<file path="src/rtl/sigmoid_arb_pkg.sv">
// rtl/sigmoid_arb_pkg.sv - shared types and helpers for the sigmoid arbiter
//
// Purpose: data/state typedefs and the tag-width helper used by sigmoid_arbiter.
// Ports: none (package).
package sigmoid_arb_pkg;

  localparam int SIG_DW_DEFAULT = 32;

  typedef logic signed [SIG_DW_DEFAULT-1:0] sig_data_t;

  typedef enum logic [1:0] {
    IDLE  = 2'd0,
    ISSUE = 2'd1,
    GAP   = 2'd2
  } arb_state_t;

  // Width of a requester ID; never narrower than one bit.
  function automatic int tag_w(input int n);
    return (n <= 2) ? 1 : $clog2(n);
  endfunction

endpackage

</file>
<file path="src/rtl/sigmoid_tag_fifo.sv">
// rtl/sigmoid_tag_fifo.sv - in-flight requester tag FIFO
//
// Purpose: synchronous FIFO of requester tags in issue order.
// Ports:
//   clk, rst_n   clock, asynchronous active-low reset
//   push         write push_tag (accepted when not full, or when popping in the same cycle)
//   push_tag     tag to write
//   pop          remove the head entry (ignored when empty)
//   pop_tag      current head entry
//   full, empty  occupancy flags
module sigmoid_tag_fifo #(
  parameter int DEPTH = 4,
  parameter int W     = 2
) (
  input  logic         clk,
  input  logic         rst_n,
  input  logic         push,
  input  logic [W-1:0] push_tag,
  input  logic         pop,
  output logic [W-1:0] pop_tag,
  output logic         full,
  output logic         empty
);

  localparam int AW = (DEPTH <= 2) ? 1 : $clog2(DEPTH);
  localparam int CW = $clog2(DEPTH + 1);

  logic [W-1:0]  mem_q [DEPTH];
  logic [W-1:0]  mem_d [DEPTH];
  logic [AW-1:0] wr_q, wr_d, rd_q, rd_d;
  logic [CW-1:0] cnt_q, cnt_d;
  logic          do_push, do_pop;

  assign full    = (cnt_q == CW'(DEPTH));
  assign empty   = (cnt_q == '0);
  assign pop_tag = mem_q[rd_q];

  // A pop in the same cycle frees the head slot, so a full FIFO still takes the push.
  assign do_pop  = pop & ~empty;
  assign do_push = push & (~full | do_pop);

  always_comb begin
    mem_d = mem_q;
    wr_d  = wr_q;
    rd_d  = rd_q;
    cnt_d = cnt_q;
    if (do_push) begin
      mem_d[wr_q] = push_tag;
      wr_d        = (wr_q == AW'(DEPTH - 1)) ? '0 : wr_q + 1'b1;
    end
    if (do_pop) begin
      rd_d = (rd_q == AW'(DEPTH - 1)) ? '0 : rd_q + 1'b1;
    end
    case ({do_push, do_pop})
      2'b10:   cnt_d = cnt_q + 1'b1;
      2'b01:   cnt_d = cnt_q - 1'b1;
      default: cnt_d = cnt_q;
    endcase
  end

  always_ff @(posedge clk or negedge rst_n) begin
    if (!rst_n) begin
      for (int i = 0; i < DEPTH; i++) mem_q[i] <= '0;
      wr_q  <= '0;
      rd_q  <= '0;
      cnt_q <= '0;
    end else begin
      mem_q <= mem_d;
      wr_q  <= wr_d;
      rd_q  <= rd_d;
      cnt_q <= cnt_d;
    end
  end

endmodule

</file>
<file path="src/rtl/sigmoid_arbiter.sv">
// rtl/sigmoid_arbiter.sv - round-robin arbiter sharing one pipelined sigmoid core
//
// Purpose: grants NREQ lanes round-robin, paces issue to ISSUE_GAP cycles, tracks
// in-flight lane tags and routes each core result back to its lane in issue order.
// Optional build macro: SIGMOID_ARB_STATS_EN adds stat_grants / stat_stall counters.
// Ports:
//   clk, rst_n            clock, asynchronous active-low reset
//   req_valid/req_data    lane operands (lane i at [i*DW +: DW])
//   req_ready             one-hot grant (combinational on req_valid)
//   rsp_valid/rsp_data    one-hot result strobe and shared result data
//   sig_ena/sig_in        issue pulse and operand to the core
//   sig_valid/sig_out     core result strobe and data
//   busy                  op in flight or arbiter not idle
//   err_orphan            sticky: core result with nothing in flight
//   stat_grants/stat_stall (stats build only) saturating counters
module sigmoid_arbiter
  import sigmoid_arb_pkg::*;
#(
  parameter int NREQ         = 4,
  parameter int DW           = 32,
  parameter int ISSUE_GAP    = 2,
  parameter int MAX_INFLIGHT = 4
) (
  input  logic               clk,
  input  logic               rst_n,
  input  logic [NREQ-1:0]    req_valid,
  input  logic [NREQ*DW-1:0] req_data,
  output logic [NREQ-1:0]    req_ready,
  output logic [NREQ-1:0]    rsp_valid,
  output logic [DW-1:0]      rsp_data,
  output logic               sig_ena,
  output logic [DW-1:0]      sig_in,
  input  logic               sig_valid,
  input  logic [DW-1:0]      sig_out,
  output logic               busy,
  output logic               err_orphan
`ifdef SIGMOID_ARB_STATS_EN
  ,
  output logic [NREQ*16-1:0] stat_grants,
  output logic [15:0]        stat_stall
`endif
);

  localparam int TW = tag_w(NREQ);
  localparam int GW = (ISSUE_GAP <= 2) ? 1 : $clog2(ISSUE_GAP);

  arb_state_t       state_q, state_d;
  logic [TW-1:0]    ptr_q, ptr_d;
  logic [GW-1:0]    gap_q, gap_d;
  logic             sig_ena_q, sig_ena_d;
  logic [DW-1:0]    sig_in_q, sig_in_d;
  logic [NREQ-1:0]  rsp_valid_q, rsp_valid_d;
  logic [DW-1:0]    rsp_data_q, rsp_data_d;
  logic             err_q, err_d;

  logic             fifo_full, fifo_empty, pop, can_issue, transfer;
  logic [TW-1:0]    head_tag;
  logic             gnt_found;
  logic [TW-1:0]    gnt_idx;
  logic [TW:0]      cand;
  logic [DW-1:0]    gnt_data;

  // First valid lane at or after the pointer, wrapping.
  always_comb begin
    gnt_found = 1'b0;
    gnt_idx   = '0;
    cand      = '0;
    for (int k = 0; k < NREQ; k++) begin
      cand = {1'b0, ptr_q} + (TW+1)'(k);
      if (cand >= (TW+1)'(NREQ)) cand = cand - (TW+1)'(NREQ);
      if (!gnt_found && req_valid[cand[TW-1:0]]) begin
        gnt_found = 1'b1;
        gnt_idx   = cand[TW-1:0];
      end
    end
  end

  assign pop       = sig_valid & ~fifo_empty;
  assign can_issue = (state_q == ISSUE) & (~fifo_full | pop);
  assign transfer  = can_issue & gnt_found;
  assign req_ready = transfer ? (NREQ'(1) << gnt_idx) : '0;
  assign gnt_data  = req_data[gnt_idx*DW +: DW];

  sigmoid_tag_fifo #(
    .DEPTH (MAX_INFLIGHT),
    .W     (TW)
  ) u_tag_fifo (
    .clk      (clk),
    .rst_n    (rst_n),
    .push     (transfer),
    .push_tag (gnt_idx),
    .pop      (pop),
    .pop_tag  (head_tag),
    .full     (fifo_full),
    .empty    (fifo_empty)
  );

  always_comb begin
    state_d     = state_q;
    gap_d       = gap_q;
    ptr_d       = ptr_q;
    sig_ena_d   = transfer;
    sig_in_d    = transfer ? gnt_data : sig_in_q;
    rsp_valid_d = pop ? (NREQ'(1) << head_tag) : '0;
    rsp_data_d  = pop ? sig_out : rsp_data_q;
    err_d       = err_q | (sig_valid & fifo_empty);

    if (transfer) begin
      ptr_d = (gnt_idx == TW'(NREQ - 1)) ? '0 : gnt_idx + 1'b1;
    end

    case (state_q)
      IDLE: begin
        if (|req_valid) state_d = ISSUE;
      end
      ISSUE: begin
        if (transfer) begin
          if (ISSUE_GAP > 1) begin
            state_d = GAP;
            // GAP lasts ISSUE_GAP-1 cycles so issue pulses land exactly ISSUE_GAP apart.
            gap_d   = GW'(ISSUE_GAP - 2);
          end
        end else if (!(|req_valid) && fifo_empty) begin
          state_d = IDLE;
        end
      end
      GAP: begin
        if (gap_q == '0) begin
          state_d = ((|req_valid) || !fifo_empty) ? ISSUE : IDLE;
        end else begin
          gap_d = gap_q - 1'b1;
        end
      end
      default: state_d = IDLE;
    endcase
  end

  always_ff @(posedge clk or negedge rst_n) begin
    if (!rst_n) begin
      state_q     <= IDLE;
      ptr_q       <= '0;
      gap_q       <= '0;
      sig_ena_q   <= 1'b0;
      sig_in_q    <= '0;
      rsp_valid_q <= '0;
      rsp_data_q  <= '0;
      err_q       <= 1'b0;
    end else begin
      state_q     <= state_d;
      ptr_q       <= ptr_d;
      gap_q       <= gap_d;
      sig_ena_q   <= sig_ena_d;
      sig_in_q    <= sig_in_d;
      rsp_valid_q <= rsp_valid_d;
      rsp_data_q  <= rsp_data_d;
      err_q       <= err_d;
    end
  end

  assign sig_ena    = sig_ena_q;
  assign sig_in     = sig_in_q;
  assign rsp_valid  = rsp_valid_q;
  assign rsp_data   = rsp_data_q;
  assign err_orphan = err_q;
  assign busy       = (state_q != IDLE) | ~fifo_empty;

`ifdef SIGMOID_ARB_STATS_EN
  logic [15:0] grant_cnt_q [NREQ];
  logic [15:0] grant_cnt_d [NREQ];
  logic [15:0] stall_q, stall_d;

  always_comb begin
    grant_cnt_d = grant_cnt_q;
    stall_d     = stall_q;
    if (transfer && grant_cnt_q[gnt_idx] != 16'hFFFF) begin
      grant_cnt_d[gnt_idx] = grant_cnt_q[gnt_idx] + 16'd1;
    end
    if ((|req_valid) && fifo_full && stall_q != 16'hFFFF) begin
      stall_d = stall_q + 16'd1;
    end
  end

  always_ff @(posedge clk or negedge rst_n) begin
    if (!rst_n) begin
      for (int i = 0; i < NREQ; i++) grant_cnt_q[i] <= '0;
      stall_q <= '0;
    end else begin
      grant_cnt_q <= grant_cnt_d;
      stall_q     <= stall_d;
    end
  end

  for (genvar i = 0; i < NREQ; i++) begin : g_stat
    assign stat_grants[i*16 +: 16] = grant_cnt_q[i];
  end
  assign stat_stall = stall_q;
`endif

endmodule

</file>
<file path="config.mk">
export PLATFORM = sky130hd
export DESIGN_NAME = sigmoid_arbiter
export DESIGN_NICKNAME = d
export VERILOG_FILES = /design/src/rtl/sigmoid_arb_pkg.sv /design/src/rtl/sigmoid_tag_fifo.sv /design/src/rtl/sigmoid_arbiter.sv
export SDC_FILE = /design/constraint.sdc
export NUM_CORES = 1
export LEC_CHECK = 0
export CAP_MARGIN = 20
export CORE_ASPECT_RATIO = 1.1
export CORE_UTILIZATION = 40
export DETAILED_ROUTE_END_ITERATION = 8
export GPL_TIMING_DRIVEN = 0
export PLACE_DENSITY = 0.8
export SLEW_MARGIN = 40
export SYNTH_ARGS = -nofsm -noshare
export SYNTH_HDL_FRONTEND = slang
export SYNTH_SLANG_ARGS = --single-unit
</file>
<file path="constraint.sdc">
create_clock -name clk -period 2.5 [get_ports clk]
set_input_delay 0.375 -clock clk [delete_from_list [all_inputs] [get_ports clk]]
set_output_delay 0.375 -clock clk [all_outputs]
set_load 0.1 [all_outputs]
</file>
==> impl_metrics.tcl, run 1 <==
set metrics [dict create \
    finalWeightedCongestion 0.866 \
    synthArstFlopShare_pct 100 \
    drc_errors 0 \
    clock_latency_ns 0.34 \
    synthTopCellsByArea "dfrtp_1 46%, nand2_1 9.2%, a211oi_2 6.5%" \
    h-tree-depth 3 \
    finalCriticalPeriod_ns 2.46 \
    period_share_pct 98.4 \
    grt_pass1_wl_um 23700 \
    maxCapViolCount 0 \
    finalInstanceArea_um2 7660 \
    layout.nets 956 \
    grtUsageMet3_pct 5.39 \
    area_growth_pct 58.3 \
    clock-root-buffer "clkbuf_16" \
    slew_headroom_pct 64.3 \
    final_cells 933 \
    r2r-start "ptr_q[1]" \
    power_w 0.0111 \
    r2r.worst_path.cells 12 \
    yosys_warnings 0 \
    grt_antenna_before_repair 0 \
    r2r_slack_ns 0.08 \
    num_io_pins 242 \
    hold_viol_final 0 \
    vias_per_cell 5.15 \
    cts_num_sinks 89 \
    synth-seq-cells 89 \
    setup-violations-final 0 \
    busiest_layer "met2" \
    grtUsageMet2_pct 43.8 \
    min_to "rsp_data[7]" \
    dp.cells 904 \
    whs_ns 0.468 \
    ys_seq_area_share_pct 46.0 \
    rr_endpoint "sig_in[28]" \
    required_ns 2.12 \
    die_y_um 117 \
    track_usage_pct 24.1 \
    start_kind "register" \
    run_status "finished, final reports clean" \
    syn_area_per_cell_um2 9.45 \
    diodes 0 \
    min_path_cells 2 \
    hold_path.class "reg2reg" \
    core_area_um2 11600 \
    final_layout_size_suffix_gt1_share_pct 21.7 \
    max_freq_mhz 407 \
    drt_iter0_markers 286 \
    synth.distinct_cells 47 \
    tritoncts "done" \
    grtUsageMet1_pct 26.6 \
    tightest_slew_ns 0.535 \
    wl_per_cell_um 16.0 \
    syn_inst 512 \
    syn-cell-area_um2 4840 \
    peakVddDrop_mv 1.19 \
    row_count 41 \
    hpwl_um 11800 \
    port_buffers 241 \
    cts_buffers 9 \
    crit_fanout 4 \
    postSynth.topFlopCell "dfrtp_1" \
    leakagePower_nw 3.54 \
    synth_edf_count 0 \
    slew_violations 0 \
    grt_max_degree 53 \
    nFillCells 972 \
    yosys.area.top_type "dfrtp_1" \
    clockBufferDepth 2 \
    first_pass_iters 5 \
    clk_pin_slew_ns 0.06 \
    cp.arrival_ns 2.08 \
    finClkSkew_ns 0.00443 \
    vias 4806 \
    synth_fp_nets 690 \
    die_area_um2 12500 \
    antenna_left 0 \
    start_util_pct 41.5 \
    rsz0062_at_grt "true" \
    utilization_pct 65.8 \
    synth_top_area_share_pct 46.0 \
    routed_wl_um 14900 \
    endpoint_kind "output pin" \
    worst-setup-path-type "reg2out" \
    fp.dieW_um 107 \
    p_per_area_nw_per_um2 1450 \
    placed_area_um2 7100 \
    gr-total-overflow 0 \
    grt_pass1_vias 4974 \
    hp-start "rsp_data[7]" \
]
worst max-delay path by stage:
stage | slack [ns] | endpoint | cells past startpoint | start
detailed placement | -0.62 | req_ready[3] | 9 | req_valid[3]
CTS | 0.00006 | req_ready[1] | 8 | ptr_q[1]
global route | -0.02 | req_ready[0] | 8 | ptr_q[1]
floorplan | 0.22 | req_ready[2] | 8 | ptr_q[1]
global placement | -2.14 | err_orphan | 1 | rst_n
finish | 0.04 | req_ready[2] | 8 | ptr_q[1]
where the power goes:
group	total, W	switching, W	internal [W]	leakage, nW
sequential	0.00247	0.000396	0.00208	1.06
clock	0.00139	0.000558	0.000834	0.153
combinational	0.00725	0.00546	0.00179	2.33
stage by stage:
| step | setup slack [ns] | TNS [ns] |
|---|---|---|
| 2_1_floorplan | 0.223 | 0 |
| 3_3_place_gp | -2.14 | -195.67 |
| 3_5_place_dp | -0.618 | -3.77 |
| 4_1_cts | 0.0000604 | 0 |
| 5_1_grt | -0.0198 | -0.0660 |
| 6_report | 0.0411 | 0 |
area by class of cell:
type	instances	area, um^2	area share (%)
buffer	31	194	2.53
clock buffer	11	253	3.30
clock inverter	5	60.1	0.784
inverter	43	179	2.34
multi-input combinational	346	2310	30.2
sequential	89	2230	29.1
tap	150	188	2.45
timing repair buffer	258	2250	29.4
cell usage in the layout (no fill, tap or decap), types with 3 or more instances in the layout:
master,synthesis,layout
inv_6,0,3
dfrtp_1,89,89
a211oi_1,38,38
dlygate4sd2_1,0,3
clkbuf_16,0,9
o21ai_0,7,7
and2_4,0,4
clkbuf_1,17,15
a31oi_1,32,32
o21ai_1,4,4
nor2_1,37,36
a211oi_2,25,25
nor3_1,4,4
mux2i_1,31,31
nand2_1,119,119
or3_1,3,3
clkdlybuf4s50_1,0,162
inv_1,39,39
ha_1,10,8
buf_2,7,77
buf_12,2,6
buf_4,4,18
worst max-delay path: stages, from the launching register on:
cell and delay, ns:
dfrtp_1 0.42, buf_6 0.15, and3b_1 0.16, o21a_2 0.22
nor3_4 0.21, buf_4 0.16, ha_4 0.12, and2_4 0.15
buf_12 0.17
Yosys cell counts (2+ instances only):
cell type / count
buf_12: 2
nor3b_1: 2
a21oi_1: 2
buf_4: 4
a211oi_2: 25
a21o_1: 3
buf_2: 7
nand2b_1: 3
o21ai_1: 4
mux2i_1: 31
inv_2: 2
clkbuf_1: 17
nand2_1: 119
inv_1: 39
nor2_1: 37
mux4_2: 2
or3_1: 3
and2_1: 4
a211oi_1: 38
o21ai_0: 7
nor3_1: 4
and3_1: 2
xor2_1: 2
buf_1: 2
ha_1: 10
a31oi_1: 32
dfrtp_1: 89
registers in the layout, indices dropped and copies added (netlist names):
register,count
u_tag_fifo.rd_q,2
state_q,2
sig_ena,1
rsp_data,32
err_orphan,1
rsp_valid,4
sig_in,32
u_tag_fifo.mem_q,8
u_tag_fifo.cnt_q,3
ptr_q,2
u_tag_fifo.wr_q,2
routing by layer:
| metal | vias to the layer above | routed length, um | part of all wire, % |
|---|---|---|---|
| met5 | - | 0 | 0 |
| met4 | 0 | 467 | 3.1 |
| met3 | 35 | 1020 | 6.9 |
| met2 | 222 | 7710 | 52 |
| met1 | 2256 | 5700 | 38 |
| li1 | 2293 | - | - |
what timing repair did:
item,in CTS,in global routing
hold endpoints to repair,37,0
pin swaps,4,5
setup endpoints to repair,4,7
hold buffers,1,0
resized for setup,28,15
setup buffers,11,4
cell families after synthesis:
family                     count (synthesis)  share of synthesized area (%)
DFF                                       89                           46.0
and+or+nand+nor                          180                           15.4
AOI/OAI and AO/OA                        119                           19.9
xor gates and xnor gates                   3                          0.543
muxes                                     33                           7.35
adders and majority gates                 11                           3.00
buffers and inverters                     77                           7.73
Power figures use the tool's default switching activity.
==> run 2: changes to the inputs <==
PLACE_DENSITY = 0.76   (was 0.8)
==> run 2 against run 1 <==
Compared with the run above:
- design area is 0.38% lower
- utilization down 0.25 points
- critical path depth did not move
- sequential share of layout area increased by 0.13 points
- clock-buffer cell count is 1 higher
- via count shrank 1.5%
- flip-flop and latch count stayed put
- highest routed layer unchanged
==> impl_metrics.tcl, run 2 (same netlist as run 1, synthesis figures left out) <==
set metrics [dict create \
    num_io_pins 242 \
    clock_latency_ns 0.34 \
    p_per_area_nw_per_um2 1450 \
    die_area_um2 12500 \
    drc_errors 0 \
    finClkSkew_ns 0.00642 \
    leakagePower_nw 3.53 \
    hold_path.class "reg2reg" \
    required_ns 2.12 \
    grt_pass1_vias 4921 \
    worst-setup-path-type "reg2out" \
    gr-total-overflow 0 \
    p_int_w 0.00466 \
    grt_antenna_before_repair 0 \
    switching_power_w 0.00642 \
    tightest_slew_ns 0.494 \
    maxCapViolCount 0 \
    row_count 41 \
    peakVddDrop_mv 1.15 \
    fp.dieW_um 107 \
    cp.arrival_ns 2.11 \
    cts_buffers 9 \
    core_area_um2 11600 \
    wl_per_cell_um 16.0 \
    seq_power_share_pct 22.3 \
    combPwrFrac_pct 65.4 \
    max_freq_mhz 402 \
    clk_pin_slew_ns 0.06 \
    routed_wl_um 14900 \
    period_share_pct 99.4 \
    finalWeightedCongestion 0.881 \
    antenna_left 0 \
    setup-violations-final 0 \
    whs_ns 0.456 \
    tritoncts "done" \
    run_status "finished, final reports clean" \
    drt_iter0_markers 266 \
    grt_max_degree 62 \
    clockBufferDepth 2 \
    crit_fanout 11 \
    slew_violations 0 \
    die_y_um 117 \
    start_util_pct 41.5 \
    clock-root-buffer "clkbuf_16" \
    hpwl_um 11500 \
    endpoint_kind "output pin" \
    dp_slack_ns -0.670 \
    clkPwrFrac_pct 12.2 \
    vias 4735 \
    final_layout_size_suffix_gt1_share_pct 21.2 \
    grt_pass1_wl_um 23600 \
    slew_headroom_pct 66.2 \
    finalWorstSetupSlack_ns 0.0143 \
    track_usage_pct 24.0 \
    h-tree-depth 3 \
    finalInstanceArea_um2 7630 \
    rsz0062_at_grt "true" \
    mostFrequentLayoutCells "162 x clkdlybuf4s50_1, 119 x nand2_1, 88 x dfrtp_1, 77 x buf_2, 39 x inv_1" \
    final_common_cell "clkdlybuf4s50_1" \
    finalCriticalPeriod_ns 2.49 \
    area_growth_pct 57.7 \
    start_kind "register" \
    first_pass_iters 4 \
    power_switching_share_pct 58.0 \
    placed_area_um2 7100 \
    layout.nets 955 \
    cts_num_sinks 89 \
    vias_per_cell 5.08 \
    utilization_pct 65.5 \
    port_buffers 241 \
    hold_viol_final 0 \
    diodes 0 \
]
[run 2: cell count changes in the layout (fill, tap and decap cells not counted), moves of 2 or more]
cell,previous run,this run
inv_6,3,0
buf_4,18,16
clkbuf_1,15,17
clkinv_4,0,2
[run 2: final timing paths]
path,start,end,slack [ns],depth (start not counted)
setup / recovery,ptr_q[1],req_ready[3],0.01,8
hold / removal,err_orphan,err_orphan,0.46,1
setup reg to reg,u_tag_fifo.cnt_q[1],u_tag_fifo.cnt_q[2],0.32,9
hold reg to reg,err_orphan,err_orphan,0.46,1
max in group asynchronous,rst_n,ptr_q[1],1.43,3
min in group asynchronous,rst_n,rsp_data[28],0.48,2
[run 2: cell type report]
class                   instances  area (um^2)
plain buffers                  31          194
clock buffers                  12          246
clock inverters                 4         52.6
fillers                       950         4020
inverters                      43          190
multi-input cells             346         2290
flip-flops and latches         89         2230
well taps                     150          188
repair buffers                256         2230
repair inverters                1         11.3
[run 2: critical path, stage by stage, from the launching register on]
cell	delay, ns
dfrtp_2	0.44
nor2b_1	0.15
o21ai_2	0.18
and3_4	0.21
buf_8	0.14
buf_8	0.15
ha_1	0.18
and2_4	0.16
buf_12	0.16
[run 2: timing repair]
| item | CTS | global route |
|---|---|---|
| gates resized for setup | 27 | 12 |
| hold buffers | 1 | 0 |
| gates cloned | 0 | 1 |
| endpoints found under the setup margin | 4 | 6 |
| buffers inserted | 7 | 6 |
| endpoints found under the hold margin | 28 | 0 |
| pin swaps | 3 | 2 |
[run 2: power groups by stage]
stage,combinational (W),clock (W),sequential (W)
2_1_floorplan,0.00215,0,0.00589
3_3_place_gp,0.00737,0,0.00247
3_5_place_dp,0.00702,0,0.00249
4_1_cts,0.00714,0.00138,0.00247
5_1_grt,0.00761,0.00146,0.00255
6_report,0.00725,0.00136,0.00248
[run 2: layer usage]
metal | global-route usage [%] | routed length [um]
met1 | 27.3 | 5860
met2 | 43.3 | 7730
met3 | 5.67 | 1020
met4 | 8.30 | 299
met5 | 0 | 0
[run 2: through the flow]
step | cells | power, W | setup TNS [ns]
after global routing | 932 | 0.0116 | -0.0980
after floorplan | 512 | 0.00803 | 0
after CTS | 926 | 0.0110 | 0
final | 932 | 0.0111 | 0
after global placement | 903 | 0.00984 | -199.49
after detailed placement | 904 | 0.00950 | -3.57
==> run 3: changes to the inputs <==
REMOVE_ABC_BUFFERS = 1   (was not set)
==> run 3 against run 2 <==
Compared with the run above:
- critical path depth shrank 2
- clock skew grew 0.0041 ns
- non-clock buffer count shrank 27
- hold slack lost 0.0055 ns
- critical path type unchanged
==> impl_metrics.tcl, run 3 (same netlist as run 1, synthesis figures left out) <==
set metrics [dict create \
    drc_errors 0 \
    clockBufferDepth 2 \
    drt_iter0_markers 287 \
    cp_num_buf_inv 1 \
    start_kind "register" \
    mostFrequentLayoutCells "160 x clkdlybuf4s50_1, 118 x nand2_1, 87 x dfrtp_1, 71 x buf_2, 39 x inv_1" \
    hold_path.class "reg2reg" \
    cp_top_family "simple AND/OR/NAND/NOR gates" \
    port_buffers 241 \
    max_freq_mhz 412 \
    grt_antenna_before_repair 0 \
    start_util_pct 41.5 \
    finalCriticalPeriod_ns 2.43 \
    first_pass_iters 4 \
    vias_per_cell 5.23 \
    gr-total-overflow 0 \
    cpPeakStageDelay_ns 0.47 \
    final_layout_size_suffix_gt1_share_pct 21.3 \
    die_y_um 117 \
    num_io_pins 242 \
    wl_per_cell_um 17.6 \
    maxCapViolCount 0 \
    die_area_um2 12500 \
    cp.arrival_ns 2.05 \
    slew_headroom_pct 45.1 \
    layout.nets 930 \
    peakVddDrop_mv 1.25 \
    crit_fanout 7 \
    vias 4745 \
    p_per_area_nw_per_um2 1460 \
    tritoncts "done" \
    required_ns 2.12 \
    utilization_pct 65.2 \
    period_share_pct 97.1 \
    critPathSlowestCell "dfrtp_2" \
    core_area_um2 11600 \
    tightest_slew_ns 0.824 \
    track_usage_pct 25.5 \
    grt_max_degree 47 \
    worst-setup-path-type "reg2out" \
    hpwl_um 11400 \
    endpoint_kind "output pin" \
    finClkSkew_ns 0.0105 \
    run_status "finished, final reports clean" \
    power_w 0.0111 \
    cts_buffers 9 \
    grt_pass1_vias 4761 \
    setup-violations-final 0 \
    crit_path_cell_trace "and3b_1 > o21a_2 > nor3_4 > ha_1 > and2_1 > buf_12" \
    finalWeightedCongestion 0.802 \
    hold_viol_final 0 \
    clk_pin_slew_ns 0.06 \
    antenna_left 0 \
    clock_latency_ns 0.34 \
    final_common_cell "clkdlybuf4s50_1" \
    routed_wl_um 16000 \
    clock-root-buffer "clkbuf_16" \
    row_count 41 \
    leakagePower_nw 3.50 \
    fp.dieW_um 107 \
    h-tree-depth 3 \
    cts_num_sinks 89 \
    slew_violations 0 \
    fin_setup_tns_ns 0 \
    diodes 0 \
    grt_pass1_wl_um 24400 \
    area_growth_pct 56.9 \
]
run 3: repair_timing:
action,CTS,global route
gates cloned,3,0
setup buffers,5,5
resized for setup,35,11
pin swaps,6,2
endpoints found under the setup margin,45,6
endpoints found under the hold margin,45,0
hold buffers,1,0
run 3: layout make-up:
cell class | count | area, um^2
clock buffer | 10 | 239
clock inverter | 6 | 65.1
fill | 951 | 4060
inverter | 43 | 200
multi-input combinational | 348 | 2350
sequential | 89 | 2230
tap | 150 | 188
timing repair buffer | 260 | 2310
timing repair inverter | 1 | 8.76
run 3: worst paths after layout:
check | from | end | slack [ns] | cells past startpoint
setup / recovery | ptr_q[1] | req_ready[3] | 0.07 | 6
hold / removal | err_orphan | err_orphan | 0.45 | 1
setup reg to reg | u_tag_fifo.cnt_q[1] | u_tag_fifo.cnt_q[2] | 0.21 | 9
hold reg to reg | err_orphan | err_orphan | 0.45 | 1
max in group asynchronous | rst_n | rsp_valid[0] | 1.39 | 3
min in group asynchronous | rst_n | rsp_data[25] | 0.55 | 2
run 3: report_power, final:
part	internal, W	total [W]	switching [W]	leakage [nW]
registers	0.00208	0.00247	0.000390	1.05
clock network	0.000806	0.00137	0.000569	0.149
logic	0.00170	0.00722	0.00552	2.29
run 3: stage by stage:
| step | cells | hold slack (ns) | setup WS [ns] | area (um^2) |
|---|---|---|---|---|
| after floorplan | 478 | 0.0794 | -1.12 | 4630 |
| after global placement | 869 | 0.443 | -3.14 | 7230 |
| after detailed placement | 877 | 0.327 | -1.16 | 7020 |
| after CTS | 902 | 0.457 | -0.00953 | 7510 |
| after global routing | 907 | 0.483 | -0.000361 | 7590 |
| final | 907 | 0.450 | 0.0725 | 7590 |
run 3: metal layers:
| layer | up-vias | GRT usage [%] | wire length (um) |
|---|---|---|---|
| li1 | 2243 | - | - |
| met5 | - | 0 | 0 |
| met2 | 218 | 44.2 | 7910 |
| met3 | 25 | 6.61 | 1450 |
| met1 | 2259 | 30.2 | 6270 |
| met4 | 0 | 8.99 | 371 |
